**src/rtl/uart_tx_mmio_if.sv**
```systemverilog
// Core data-memory bus signals seen by the memory-mapped UART transmitter.
// The master side is the core; the slave side is the peripheral.
interface uart_tx_mmio_if;
  logic        WRITE;
  logic        READ;
  logic [31:0] ADDRESS;
  logic [31:0] DATA_IN;
  logic [31:0] DATA_OUT;
  logic        SEL;

  modport master (
    output WRITE, READ, ADDRESS, DATA_IN,
    input  DATA_OUT, SEL
  );

  modport slave (
    input  WRITE, READ, ADDRESS, DATA_IN,
    output DATA_OUT, SEL
  );
endinterface

```
**src/rtl/uart_tx_mmio.sv**
```systemverilog
// Memory-mapped 8N1 UART transmitter: TXDATA pushes into a byte FIFO,
// STATUS reports FULL/EMPTY/BUSY/OVERRUN; the FSM serialises FIFO bytes on TX.
module uart_tx_mmio #(
  parameter int unsigned CLKS_PER_BIT = 434,
  parameter int unsigned FIFO_DEPTH   = 16,
  parameter logic [31:0] BASE_ADDR    = 32'h0000_1000
) (
  input  logic          CLK,
  input  logic          RESET,
  uart_tx_mmio_if.slave bus,
  output logic          TX
);

  localparam int unsigned PW = $clog2(FIFO_DEPTH);
  localparam int unsigned CW = PW + 1;
  localparam int unsigned BW = (CLKS_PER_BIT > 1) ? $clog2(CLKS_PER_BIT) : 1;

  localparam logic [1:0] IDLE  = 2'd0;
  localparam logic [1:0] START = 2'd1;
  localparam logic [1:0] DATA  = 2'd2;
  localparam logic [1:0] STOP  = 2'd3;

  logic [7:0]    mem [FIFO_DEPTH];
  logic [PW-1:0] wptr;
  logic [PW-1:0] rptr;
  logic [CW-1:0] count;
  logic          overrun;

  logic [1:0]    state;
  logic [7:0]    shift;
  logic [2:0]    bitcnt;
  logic [BW-1:0] baud;
  logic          tx_q;

  logic dec_tx;
  logic dec_st;
  logic full;
  logic empty;
  logic busy;
  logic push_req;
  logic accept;
  logic pop;
  logic bit_end;
  logic [31:0] status;
  logic unused_data_bits;

  assign dec_tx   = (bus.ADDRESS == BASE_ADDR);
  assign dec_st   = (bus.ADDRESS == BASE_ADDR + 32'd4);
  assign full     = (count == CW'(FIFO_DEPTH));
  assign empty    = (count == '0);
  assign busy     = (state != IDLE);
  assign pop      = (state == IDLE) && !empty;
  assign push_req = bus.WRITE && dec_tx;
  // A full FIFO still takes the byte when the FSM frees a slot on the same edge.
  assign accept   = push_req && (!full || pop);
  assign bit_end  = (baud == BW'(CLKS_PER_BIT - 1));

  assign status   = {28'd0, overrun, busy, empty, full};

  always_comb begin
    bus.SEL      = bus.READ && (dec_tx || dec_st);
    bus.DATA_OUT = '0;
    if (bus.READ && dec_st)
      bus.DATA_OUT = status;
  end

  assign unused_data_bits = ^bus.DATA_IN[31:8];

  always_ff @(posedge CLK) begin
    if (accept)
      mem[wptr] <= bus.DATA_IN[7:0];
  end

  always_ff @(posedge CLK or posedge RESET) begin
    if (RESET) begin
      wptr    <= '0;
      rptr    <= '0;
      count   <= '0;
      overrun <= 1'b0;
    end else begin
      if (accept)
        wptr <= wptr + PW'(1);
      if (pop)
        rptr <= rptr + PW'(1);
      case ({accept, pop})
        2'b10:   count <= count + CW'(1);
        2'b01:   count <= count - CW'(1);
        default: count <= count;
      endcase
      if (push_req && !accept)
        overrun <= 1'b1;
      else if (bus.WRITE && dec_st && bus.DATA_IN[3])
        overrun <= 1'b0;
    end
  end

  always_ff @(posedge CLK or posedge RESET) begin
    if (RESET) begin
      state  <= IDLE;
      tx_q   <= 1'b1;
      shift  <= '0;
      bitcnt <= '0;
      baud   <= '0;
    end else begin
      case (state)
        IDLE: begin
          tx_q <= 1'b1;
          if (!empty) begin
            shift  <= mem[rptr];
            bitcnt <= '0;
            baud   <= '0;
            tx_q   <= 1'b0;
            state  <= START;
          end
        end
        START: begin
          if (bit_end) begin
            baud  <= '0;
            tx_q  <= shift[0];
            state <= DATA;
          end else begin
            baud <= baud + BW'(1);
          end
        end
        DATA: begin
          if (bit_end) begin
            baud <= '0;
            if (bitcnt == 3'd7) begin
              tx_q  <= 1'b1;
              state <= STOP;
            end else begin
              shift  <= shift >> 1;
              tx_q   <= shift[1];
              bitcnt <= bitcnt + 3'd1;
            end
          end else begin
            baud <= baud + BW'(1);
          end
        end
        STOP: begin
          if (bit_end) begin
            baud  <= '0;
            tx_q  <= 1'b1;
            state <= IDLE;
          end else begin
            baud <= baud + BW'(1);
          end
        end
        default: begin
          tx_q  <= 1'b1;
          state <= IDLE;
        end
      endcase
    end
  end

  assign TX = tx_q;

endmodule

```
**src/flat_wrapper.sv**
```systemverilog
// flat-port wrapper written by rule: the top's interface ports become plain ports
module uart_tx_mmio_flat 
#(
  parameter int unsigned CLKS_PER_BIT = 434,
  parameter int unsigned FIFO_DEPTH   = 16,
  parameter logic [31:0] BASE_ADDR    = 32'h0000_1000
)
  (CLK, RESET, TX, bus_WRITE, bus_READ, bus_ADDRESS, bus_DATA_IN, bus_DATA_OUT, bus_SEL);
  uart_tx_mmio_if bus_i ();
  input  logic CLK;
  input  logic RESET;
  output logic TX;
  input wire logic [$bits(bus_i.WRITE)-1:0] bus_WRITE;
  input wire logic [$bits(bus_i.READ)-1:0] bus_READ;
  input wire logic [$bits(bus_i.ADDRESS)-1:0] bus_ADDRESS;
  input wire logic [$bits(bus_i.DATA_IN)-1:0] bus_DATA_IN;
  output wire logic [$bits(bus_i.DATA_OUT)-1:0] bus_DATA_OUT;
  output wire logic [$bits(bus_i.SEL)-1:0] bus_SEL;
  assign bus_i.WRITE = bus_WRITE;
  assign bus_i.READ = bus_READ;
  assign bus_i.ADDRESS = bus_ADDRESS;
  assign bus_i.DATA_IN = bus_DATA_IN;
  assign bus_DATA_OUT = bus_i.DATA_OUT;
  assign bus_SEL = bus_i.SEL;
  uart_tx_mmio #(.CLKS_PER_BIT(CLKS_PER_BIT), .FIFO_DEPTH(FIFO_DEPTH), .BASE_ADDR(BASE_ADDR)) u_core (.CLK(CLK), .RESET(RESET), .bus(bus_i), .TX(TX));
endmodule
```
**config.mk**
```make
export PLATFORM = sky130hd
export DESIGN_NAME = uart_tx_mmio_flat
export DESIGN_NICKNAME = d
export VERILOG_FILES = /design/src/rtl/uart_tx_mmio_if.sv /design/src/rtl/uart_tx_mmio.sv /design/src/flat_wrapper.sv
export SDC_FILE = /design/constraint.sdc
export NUM_CORES = 1
export LEC_CHECK = 0
export ABC_AREA = 1
export CAP_MARGIN = 20
export CORE_ASPECT_RATIO = 0.8
export CORE_UTILIZATION = 30
export DETAILED_ROUTE_END_ITERATION = 10
export MAX_ROUTING_LAYER = met4
export PLACE_DENSITY = 0.57
export SETUP_SLACK_MARGIN = 0.5
export SLEW_MARGIN = 40
export SYNTH_ARGS = -nofsm -noshare
export SYNTH_HDL_FRONTEND = slang
export SYNTH_SLANG_ARGS = --single-unit
```
**constraint.sdc**
```tcl
create_clock -name CLK -period 2.9 [get_ports CLK]
set_input_delay 0.29 -clock CLK [delete_from_list [all_inputs] [get_ports CLK]]
set_output_delay 0.29 -clock CLK [all_outputs]
set_load 0.02 [all_outputs]
```
==> flow_summary.toml <==
[critical_path]
worstPathCellList = "clkdlybuf4s50_1, nand2_1, nor2_1, nand2_1, nor4_2, nand3_1, nor2_1, dlygate4sd2_1"
cpMaxStageDelayCell = "clkdlybuf4s50_1"
rrSetupSlack_ns = 0.74
worst-path-max-fanout = 5
critical_path_class = "input port to output pin"
setup.worst_path.end_class = "output pin"
cpPeakStageDelay_ns = 0.45
worstPathArrival_ns = 1.89
startpoint_type = "input port"
required_ns = 2.61

[sta]
slew_viol_final = 0
timing.final.crit_share_pct = 75.18
hold_slack_ns = 0.1833
min_period_ns = 2.180
tns_ns = 0
fin_ws_ns = 0.7199
finClkSkew_ns = 0.01203
final-hold-violation-count = 0
setup_viol = 0
rsz0062_at_grt = "false"
worstMarginPinSlew_ns = 0.6967
fmax_ghz = 0.4587
max_slew_margin_pct = 53.55

[synthesis]
synth-edff-count = 128
seq_area_frac_synth_pct = 63.20
ys_warn_count = 0
avgSynthCellArea_um2 = 10.88
synthDistinctLibCells = 41
synthArstFlopShare_pct = 22.42
synth_seq_cells = 165
netlist_area_mm2 = 0.007548
synth-main-ff-cell = "edfxtp_1"
syn_inst = 694

[global_route]
grt_usage_pct = 13.98
grt_pass1_wl_mm = 26.38
overflow = 0
grt_pass1_vias = 5005
grt_start_max_net_pins = 39
antenna_found_initial = 0

[place]
dpl_cell_area_mm2 = 0.008414
pre_cts_ws_ns = 0.3232
portBuffers = 49
place_congestion = 0.7986
hpwlAfterDp_mm = 10.96

[clocking]
ctsHtreeMaxLevel = 4
clock_latency_ns = 0.43
cts_root_buf = "clkbuf_16"
cts_buffers = 17
cts.path.max_buffers = 2
post_cts.repair.setup_buffers = 0
cts_tree = "built"
clock-sinks = 165
clkTransAtPathRegs_ns = 0.07
cts_hold_buffers = 0

[run_status]
violations = "design-rule violations"
run_status = "complete, but fails checks"

[cells_and_area]
final_common_cell = "edfxtp_1"
final_nets = 846
syn2layout_area_growth_pct = 19.16
filler_cell_count = 2428
fin_area_mm2 = 0.008995
drive_gt1_share_pct = 10.95
final_cell_mix = "edfxtp_1 (128), nor2_1 (106), o21ai_0 (86), nand2_1 (73), inv_1 (54)"
diodes = 0

[floorplanning]
start_util_pct = 30.81
dieHeight_um = 143.9
die_x_um = 179.3
dieArea_mm2 = 0.02580
fp.coreArea_mm2 = 0.02450
rows = 51
io_pins = 102

[detailed_routing]
vias = 5084
drt_first_pass_iters = 11
drtIter0Drc = 325
routed_wl_mm = 16.26
drc = 11
ant_nets = 0
wl_per_cell_um = 14.86
viasPerCell = 4.647

[pwr]
power_density_mw_per_mm2 = 542.0
p_leak_nw = 3.350
ir_drop_mv = 0.3214

[flow_run]
max_cap_violations = 0

[worst_hold_path]
min_path_type = "input port to async pin"
==> worst paths after layout <==
check | startpoint | to | depth (start not counted)
worst min-delay path | RESET | u_core.wptr[1] | 2
worst max-delay path | bus_ADDRESS[12] | bus_DATA_OUT[3] | 8
worst max register to register | u_core.state[0] | u_core.bitcnt[0] | 8
worst min register to register | u_core.shift[7] | u_core.shift[7] | 2
max in group asynchronous | RESET | u_core.shift[6] | 3
min in group CLK | u_core.shift[7] | u_core.shift[7] | 2
==> cell type report <==
cell class	instances	area, um^2	area share [%]
clock inverters	15	145.1	1.614
well taps	318	397.9	4.423
inverters	61	231.5	2.573
repair buffers	78	701.9	7.804
flip-flops and latches	165	4772	53.05
clock buffers	17	425.4	4.729
multi-input cells	440	2321	25.80
==> stage by stage <==
stage          power (W)  utilization (%)  instances
2_1_floorplan   0.002680                -        721
3_5_place_dp    0.002743            34.34       1062
6_report        0.004875            36.71       1094
4_1_cts         0.004922            36.67       1094
3_3_place_gp    0.002740            34.34       1062
5_1_grt         0.005038            36.71       1094
==> critical path, delay by kind of cell <==
kind | cells | cell delay [ns]
buf+inv | 2 | 0.80
simple gates | 6 | 0.78
==> what timing repair did <==
| item | CTS | global route |
|---|---|---|
| setup endpoints to repair | 5 | 2 |
| gates cloned | 0 | 0 |
| resized for setup | 6 | 3 |
==> state kept, by name (all words and copies together) (netlist names) <==
register / count
u_core.overrun: 1
u_core.bitcnt: 3
u_core.rptr: 4
u_core.wptr: 4
u_core.baud: 9
u_core.shift: 8
u_core.mem: 128
u_core.TX: 1
u_core.state: 2
u_core.count: 5
==> per-layer routing <==
metal / part of all wire, % / global-route usage, % / vias to the layer above
met5: 0 / - / -
met4: 1.4 / 4.909 / 0
met3: 5.1 / 3.175 / 17
met2: 43 / 20.04 / 144
met1: 50 / 19.28 / 2400
li1: - / - / 2523
==> cells by family after synthesis <==
logic type | Yosys count | share of synthesized area (%)
and+or+nand+nor | 233 | 13.46
DFF | 165 | 63.20
AOI/OAI and AO/OA | 153 | 11.95
buffers and inverters | 116 | 7.575
adders and majority gates | 15 | 2.486
xor gates and xnor gates | 11 | 1.276
other | 1 | 0.04968
==> cells in the mapped netlist, drive strengths merged (3+ instances only) <==
library cell    n  area (um^2)
ha             15        187.7
o221ai         21        183.9
o31ai           3        22.52
nand3          26        152.7
clkbuf         10        38.78
nand4          10        68.81
o21ai          89        445.4
buf            45        304.0
nor3            5        25.02
xor2           10        87.58
edfxtp        128         3844
o211ai         10        75.07
dfrtp          36        900.9
o22ai          13        81.33
nand2          79        316.5
nor2          110        432.9
a21oi          13        65.06
inv            60        225.2
==> report_power, final <==
group          leakage (nW)  internal, W     switching [W]
Sequential             1.60      0.00255  0.00000000000161
Combinational          1.46    0.0000571         0.0000844
Clock                 0.283      0.00121          0.000977
Total                  3.35      0.00381           0.00106
Power figures use the tool's default switching activity.
